## config.mk

```make
export PLATFORM = sky130hd
export DESIGN_NAME = fft_ctrl_skew
export DESIGN_NICKNAME = d
export VERILOG_FILES = /design/src/rtl/fft_cfg_pkg.sv /design/src/rtl/fft_ctrl_skew_delay_line.sv /design/src/rtl/fft_ctrl_skew.sv
export SDC_FILE = /design/constraint.sdc
export NUM_CORES = 1
export LEC_CHECK = 0
export ABC_AREA = 1
export CELL_PAD_IN_SITES_DETAIL_PLACEMENT = 0
export CELL_PAD_IN_SITES_GLOBAL_PLACEMENT = 2
export CORE_ASPECT_RATIO = 1.25
export CORE_MARGIN = 1
export CORE_UTILIZATION = 37
export CTS_BUF_LIST = sky130_fd_sc_hd__clkbuf_2 sky130_fd_sc_hd__clkbuf_4 sky130_fd_sc_hd__clkbuf_8
export CTS_CLUSTER_SIZE = 10
export DETAILED_ROUTE_END_ITERATION = 16
export PLACE_DENSITY_LB_ADDON = 0.1
export SLEW_MARGIN = 20
export SYNTH_ARGS = -nofsm -noshare
export SYNTH_HDL_FRONTEND = slang
export SYNTH_SLANG_ARGS = --single-unit
```

## constraint.sdc

```tcl
create_clock -name clk -period 1.43 [get_ports clk]
set_input_delay 0.286 -clock clk [delete_from_list [all_inputs] [get_ports clk]]
set_output_delay 0.286 -clock clk [all_outputs]
set_load 0.03 [all_outputs]
```

## src/rtl/fft_cfg_pkg.sv

```systemverilog
// Shared constants, delay-profile helpers and config types for the FFT control skew block.
package fft_cfg_pkg;

    localparam int NUM_STAGE_DEF = 13;
    localparam int SCL_W_DEF     = 2;
    localparam int PROF_SYM      = 0;
    localparam int PROF_LIN      = 1;

    typedef logic [SCL_W_DEF-1:0] scl_t;

    typedef struct packed {
        logic [NUM_STAGE_DEF-1:0]           select;
        logic [SCL_W_DEF*NUM_STAGE_DEF-1:0] scaling;
    } cfg_t;

    // Pipeline depth seen by the first sample of a frame when it reaches stage i.
    function automatic int stage_delay(input int i, input int num_stage, input int profile);
        int fwd;
        int rev;
        fwd = i + 1;
        rev = num_stage - i;
        if (profile == PROF_LIN) begin
            return fwd;
        end
        return (fwd < rev) ? fwd : rev;
    endfunction

    function automatic int max_delay(input int num_stage, input int profile);
        int m;
        m = 1;
        for (int i = 0; i < num_stage; i++) begin
            if (stage_delay(i, num_stage, profile) > m) begin
                m = stage_delay(i, num_stage, profile);
            end
        end
        return m;
    endfunction

endpackage

```

## src/rtl/fft_ctrl_skew_delay_line.sv

```systemverilog
// Enable-gated shift register; the output is the DEPTH-th tap, so a value
// entered on one enabled cycle appears after DEPTH enabled cycles.
module ctrl_delay_line #(
    parameter int WIDTH = 3,
    parameter int DEPTH = 1
) (
    input  logic             clk,
    input  logic             rst_n,
    input  logic             en_i,
    input  logic [WIDTH-1:0] din_i,
    output logic [WIDTH-1:0] dout_o
);

    logic [WIDTH-1:0] taps_q [DEPTH];

    always_ff @(posedge clk or negedge rst_n) begin
        if (!rst_n) begin
            for (int k = 0; k < DEPTH; k++) begin
                taps_q[k] <= '0;
            end
        end else if (en_i) begin
            taps_q[0] <= din_i;
            for (int k = 1; k < DEPTH; k++) begin
                taps_q[k] <= taps_q[k-1];
            end
        end
    end

    assign dout_o = taps_q[DEPTH-1];

endmodule

```

## src/rtl/fft_ctrl_skew.sv

```systemverilog
// Per-stage control skew for an SDF FFT: shadow/commit of a new config on a frame
// boundary, then per-stage delay so each butterfly switches with its first new sample.
// Optional zero-skew bypass input is enabled by defining FFT_CTRL_SKEW_BYPASS_EN.
module fft_ctrl_skew
    import fft_cfg_pkg::*;
#(
    parameter int NUM_STAGE = NUM_STAGE_DEF,
    parameter int SCL_W     = SCL_W_DEF,
    parameter int PROFILE   = PROF_SYM
) (
    input  logic                       clk,
    input  logic                       rst_n,
`ifdef FFT_CTRL_SKEW_BYPASS_EN
    input  logic                       bypass,
`endif
    input  logic                       cfg_valid,
    output logic                       cfg_ready,
    input  logic [NUM_STAGE-1:0]       cfg_select,
    input  logic [SCL_W*NUM_STAGE-1:0] cfg_scaling,
    input  logic                       frame_start,
    input  logic                       adv,
    output logic [NUM_STAGE-1:0]       select_d,
    output logic [SCL_W*NUM_STAGE-1:0] scaling_d,
    output logic [NUM_STAGE-1:0]       stage_upd,
    output logic                       cfg_pending
);

    localparam int MAX_D = max_delay(NUM_STAGE, PROFILE);

    logic [NUM_STAGE-1:0]       shd_sel_q;
    logic [SCL_W*NUM_STAGE-1:0] shd_scl_q;
    logic [NUM_STAGE-1:0]       act_sel_q;
    logic [SCL_W*NUM_STAGE-1:0] act_scl_q;
    logic                       pending_q;
    logic [MAX_D-1:0]           tok_q;
    logic [NUM_STAGE-1:0]       stage_upd_q;
    logic [NUM_STAGE-1:0]       upd_d;
    logic [NUM_STAGE-1:0]       tap_sel;
    logic [SCL_W*NUM_STAGE-1:0] tap_scl;
    logic                       accept;
    logic                       commit;

    assign accept = cfg_valid & ~pending_q;
    assign commit = pending_q & frame_start & adv;

    // tok_q[j] marks a commit that has seen j advances since it was taken; all stages
    // advance together, so one shared token pipe serves every stage.
    always_ff @(posedge clk or negedge rst_n) begin
        if (!rst_n) begin
            shd_sel_q   <= '0;
            shd_scl_q   <= '0;
            act_sel_q   <= '0;
            act_scl_q   <= '0;
            pending_q   <= 1'b0;
            tok_q       <= '0;
            stage_upd_q <= '0;
        end else begin
            if (accept) begin
                shd_sel_q <= cfg_select;
                shd_scl_q <= cfg_scaling;
                pending_q <= 1'b1;
            end else if (commit) begin
                pending_q <= 1'b0;
            end

            if (commit) begin
                act_sel_q <= shd_sel_q;
                act_scl_q <= shd_scl_q;
            end

            if (commit) begin
                tok_q[0] <= 1'b1;
            end else if (adv) begin
                tok_q[0] <= 1'b0;
            end
            if (adv) begin
                for (int j = 1; j < MAX_D; j++) begin
                    tok_q[j] <= tok_q[j-1];
                end
            end

            stage_upd_q <= upd_d;
        end
    end

    genvar gi;
    generate
        for (gi = 0; gi < NUM_STAGE; gi++) begin : g_stage
            localparam int D = stage_delay(gi, NUM_STAGE, PROFILE);

            logic [SCL_W:0] line_in;
            logic [SCL_W:0] line_out;

            assign line_in = {act_sel_q[gi], act_scl_q[SCL_W*gi +: SCL_W]};

            ctrl_delay_line #(
                .WIDTH (SCL_W + 1),
                .DEPTH (D)
            ) u_line (
                .clk    (clk),
                .rst_n  (rst_n),
                .en_i   (adv),
                .din_i  (line_in),
                .dout_o (line_out)
            );

            assign tap_sel[gi]                  = line_out[SCL_W];
            assign tap_scl[SCL_W*gi +: SCL_W]   = line_out[SCL_W-1:0];
`ifdef FFT_CTRL_SKEW_BYPASS_EN
            assign upd_d[gi] = bypass ? commit : (adv & tok_q[D-1]);
`else
            // Token enters tap D on this advance; the pulse lines up with the new output.
            assign upd_d[gi] = adv & tok_q[D-1];
`endif
        end
    endgenerate

`ifdef FFT_CTRL_SKEW_BYPASS_EN
    assign select_d  = bypass ? act_sel_q : tap_sel;
    assign scaling_d = bypass ? act_scl_q : tap_scl;
`else
    assign select_d  = tap_sel;
    assign scaling_d = tap_scl;
`endif

    assign stage_upd   = stage_upd_q;
    assign cfg_pending = pending_q;
    assign cfg_ready   = ~pending_q;

endmodule

```

==> reports/metrics.cfg <==
[run_status]
outcome = complete, but fails checks
violations = negative setup slack

[timing]
fin_crit_sh = 1.027
fmax_ghz = 0.6810
period_minus_slack_ns = 1.468
worst_pin_slew_ns = 0.3673
setup_violations = 2
slew_violations = 0
rsz0062_at_grt = yes
hold_violations = 0
whs_ns = 0.09605
finalSetupTns_ns = -0.06358
skew_ns = 0.01010
relSlewSlack = 0.7551
layout_setup_ws_ns = -0.03847

[synth]
synthDistinctLibCells = 13
synth_top_area_share = 0.6399
synth_common_cells = nand2_1 (290), dfrtp_1 (240), inv_1 (100)
synth.cell_area_sq_um = 9385
ys_async_sr_fraction = 1.000
synth.ff_latch_count = 240
seq_area_frac_synth = 0.6399
synth_top_cell_by_area = dfrtp_1
yosys_warnings = 0
synth.most_common_cell = nand2_1
synth_edf_count = 0
syn_inst = 987
synth_area_leaders = dfrtp_1 (64%), nand2_1 (12%), o21ai_0 (4.9%)
synth_ff_type = dfrtp_1
syn_area_per_cell_sq_um = 9.509
synth_fp_nets = 1031

[clock_network]
cts-root-buf = clkbuf_8
cts_tree = done
cts_buffer_depth = 3
numCtsBuffers = 39
htree_levels = 2
clkTransAtPathRegs_ns = 0.06
cts.sinks = 240
clk_latency_ns = 0.53

[route]
first_iter_violations = 305
dr.pass1.iters = 4
drc = 0
finalWirelength_um = 18190
vias_per_cell = 4.385
antenna_left = 0
routedWlPerCell_um = 12.84
dr_total_vias = 6213

[critical_path]
worst_setup_path_start_kind = flop
endpoint_kind = primary output
critPathKind = reg -> out
crit_arrival_ns = 1.18
crit_fanout = 2
required_ns = 1.14

[grt]
grt_use_total = 0.1520
grt_max_degree = 70
grt-ovfl-total = 0
grt_pass1_vias = 6328
antenna_found_initial = 0
grt_pass1_wl_um = 31800

[final_layout]
fin_nets = 1104
instances_no_fill = 1417
syn_to_final_growth_pct = 20.97
final_core_util = 0.4603
stdcell_area_sq_um = 11350
diodes = 0
num-fill-cells = 2533
layout-drive-gt1-share = 0.1509

[pwr]
peakVddDrop_uv = 654.6
total_power_mw = 20.36
leakage_nw = 5.653
power-per-cell-area_nw_per_um2 = 1794

[floorplan]
die_y_um = 180.1
num_io_pins = 98
start_util = 0.3805
die_x_um = 144.5
core_area_sq_um = 24660
die_area_sq_um = 26010
rows = 64

[place]
place_inst = 1341
postPlaceCellArea_sq_um = 10620
port_buffers = 97
hpwl_um = 11370
dpl_worst_slack_ns = 0.002943
place.gp.congestion = 0.7411

[run]
maxCapViolations = 0

[worst_hold_path]
hp-class = in -> reg

## critical path, stage by stage (launching register included)
cell and delay [ns]:
dfrtp_1 0.40, buf_6 0.13, buf_12 0.13
## layer usage
layer / track usage / vias to the layer above / part of all wire
li1: - / 3215 / -
met1: 0.2291 / 2848 / 0.52
met4: 0.05179 / 0 / 0.022
met3: 0.02976 / 36 / 0.044
met2: 0.2169 / 114 / 0.42
met5: 0 / - / 0
## cell families (layout without fill, tap and decap cells)
logic type             count (synthesis)  count (layout)  share of synthesized area
flip-flops                           240             240                     0.6399
buffers and inverters                199             299                     0.1096
AND/OR/NAND/NOR                      394             394                     0.1684
AO/OA/AOI/OAI                        154             154                    0.08212
## power by group
part	leakage [nW]	switching (mW)	internal [mW]	total, mW
logic	2.23	2.49	1.77	4.26
registers	2.98	1.09	8.86	9.95
clock network	0.440	2.61	3.55	6.15
## sequential cells by signal, summed over array words and instances, names as in the netlist
name,cells
g_stage.u_line.dout_o,39
tok_q,7
act_sel_q,13
shd_scl_q,26
g_stage.u_line.taps_q,108
cfg_pending,1
shd_sel_q,13
act_scl_q,26
stage_upd,7
## cell usage in the layout (no fill, tap or decap)
| cell | count |
|---|---|
| clkbuf_8 | 51 |
| buf_6 | 5 |
| inv_2 | 1 |
| buf_2 | 33 |
| buf_12 | 26 |
| o21ai_0 | 91 |
| dfrtp_2 | 4 |
| clkbuf_4 | 14 |
| nand4_1 | 39 |
| nor2_4 | 1 |
| clkdlybuf4s50_1 | 41 |
| nor2_1 | 63 |
| inv_1 | 99 |
| nand3_2 | 1 |
| clkinv_2 | 1 |
| dfrtp_1 | 236 |
| a21oi_1 | 63 |
| clkinvlp_4 | 1 |
| nand2_1 | 290 |
| buf_4 | 23 |
| dlygate4sd3_1 | 1 |
| inv_6 | 1 |
| buf_8 | 2 |
## final cells by class
class                      count  area, sq um  share of cell area
timing repair buffer         131         1365              0.1202
multi-input combinational    548         2361              0.2080
clock inverter                 3        21.27            0.001873
sequential                   240         6011              0.5294
tap                          330        412.9             0.03637
clock buffer                  65        807.0             0.07108
inverter                     100        375.4             0.03306
## path summary, 6_finish.rpt
kind | startpoint | to | slack [ns] | cells past startpoint
worst max-delay path | stage_upd[8]$_DFF_PN0_ | stage_upd[4] | -0.04 | 2
worst min-delay path | adv | stage_upd[6]$_DFF_PN0_ | 0.1 | 3
worst max register to register | cfg_pending$_DFFE_PN0P_ | tok_q[0]$_DFFE_PN0P_ | 0.14 | 5
worst min register to register | act_scl_q[1]$_DFFE_PN0P_ | g_stage[0].u_line.dout_o[1]$_DFFE_PN0P_ | 0.47 | 2
max in group asynchronous | rst_n | cfg_pending$_DFFE_PN0P_ | 0.62 | 3
min in group asynchronous | rst_n | stage_upd[8]$_DFF_PN0_ | 0.24 | 2
## what timing repair did
item                                    CTS  global route
buffers inserted                          4             3
endpoints found under the hold margin   163             0
hold buffers                              1             0
gates resized for setup                 206             8
pin swaps                                 0             0
endpoints found under the setup margin   46            13
Power figures use the tool's default switching activity.
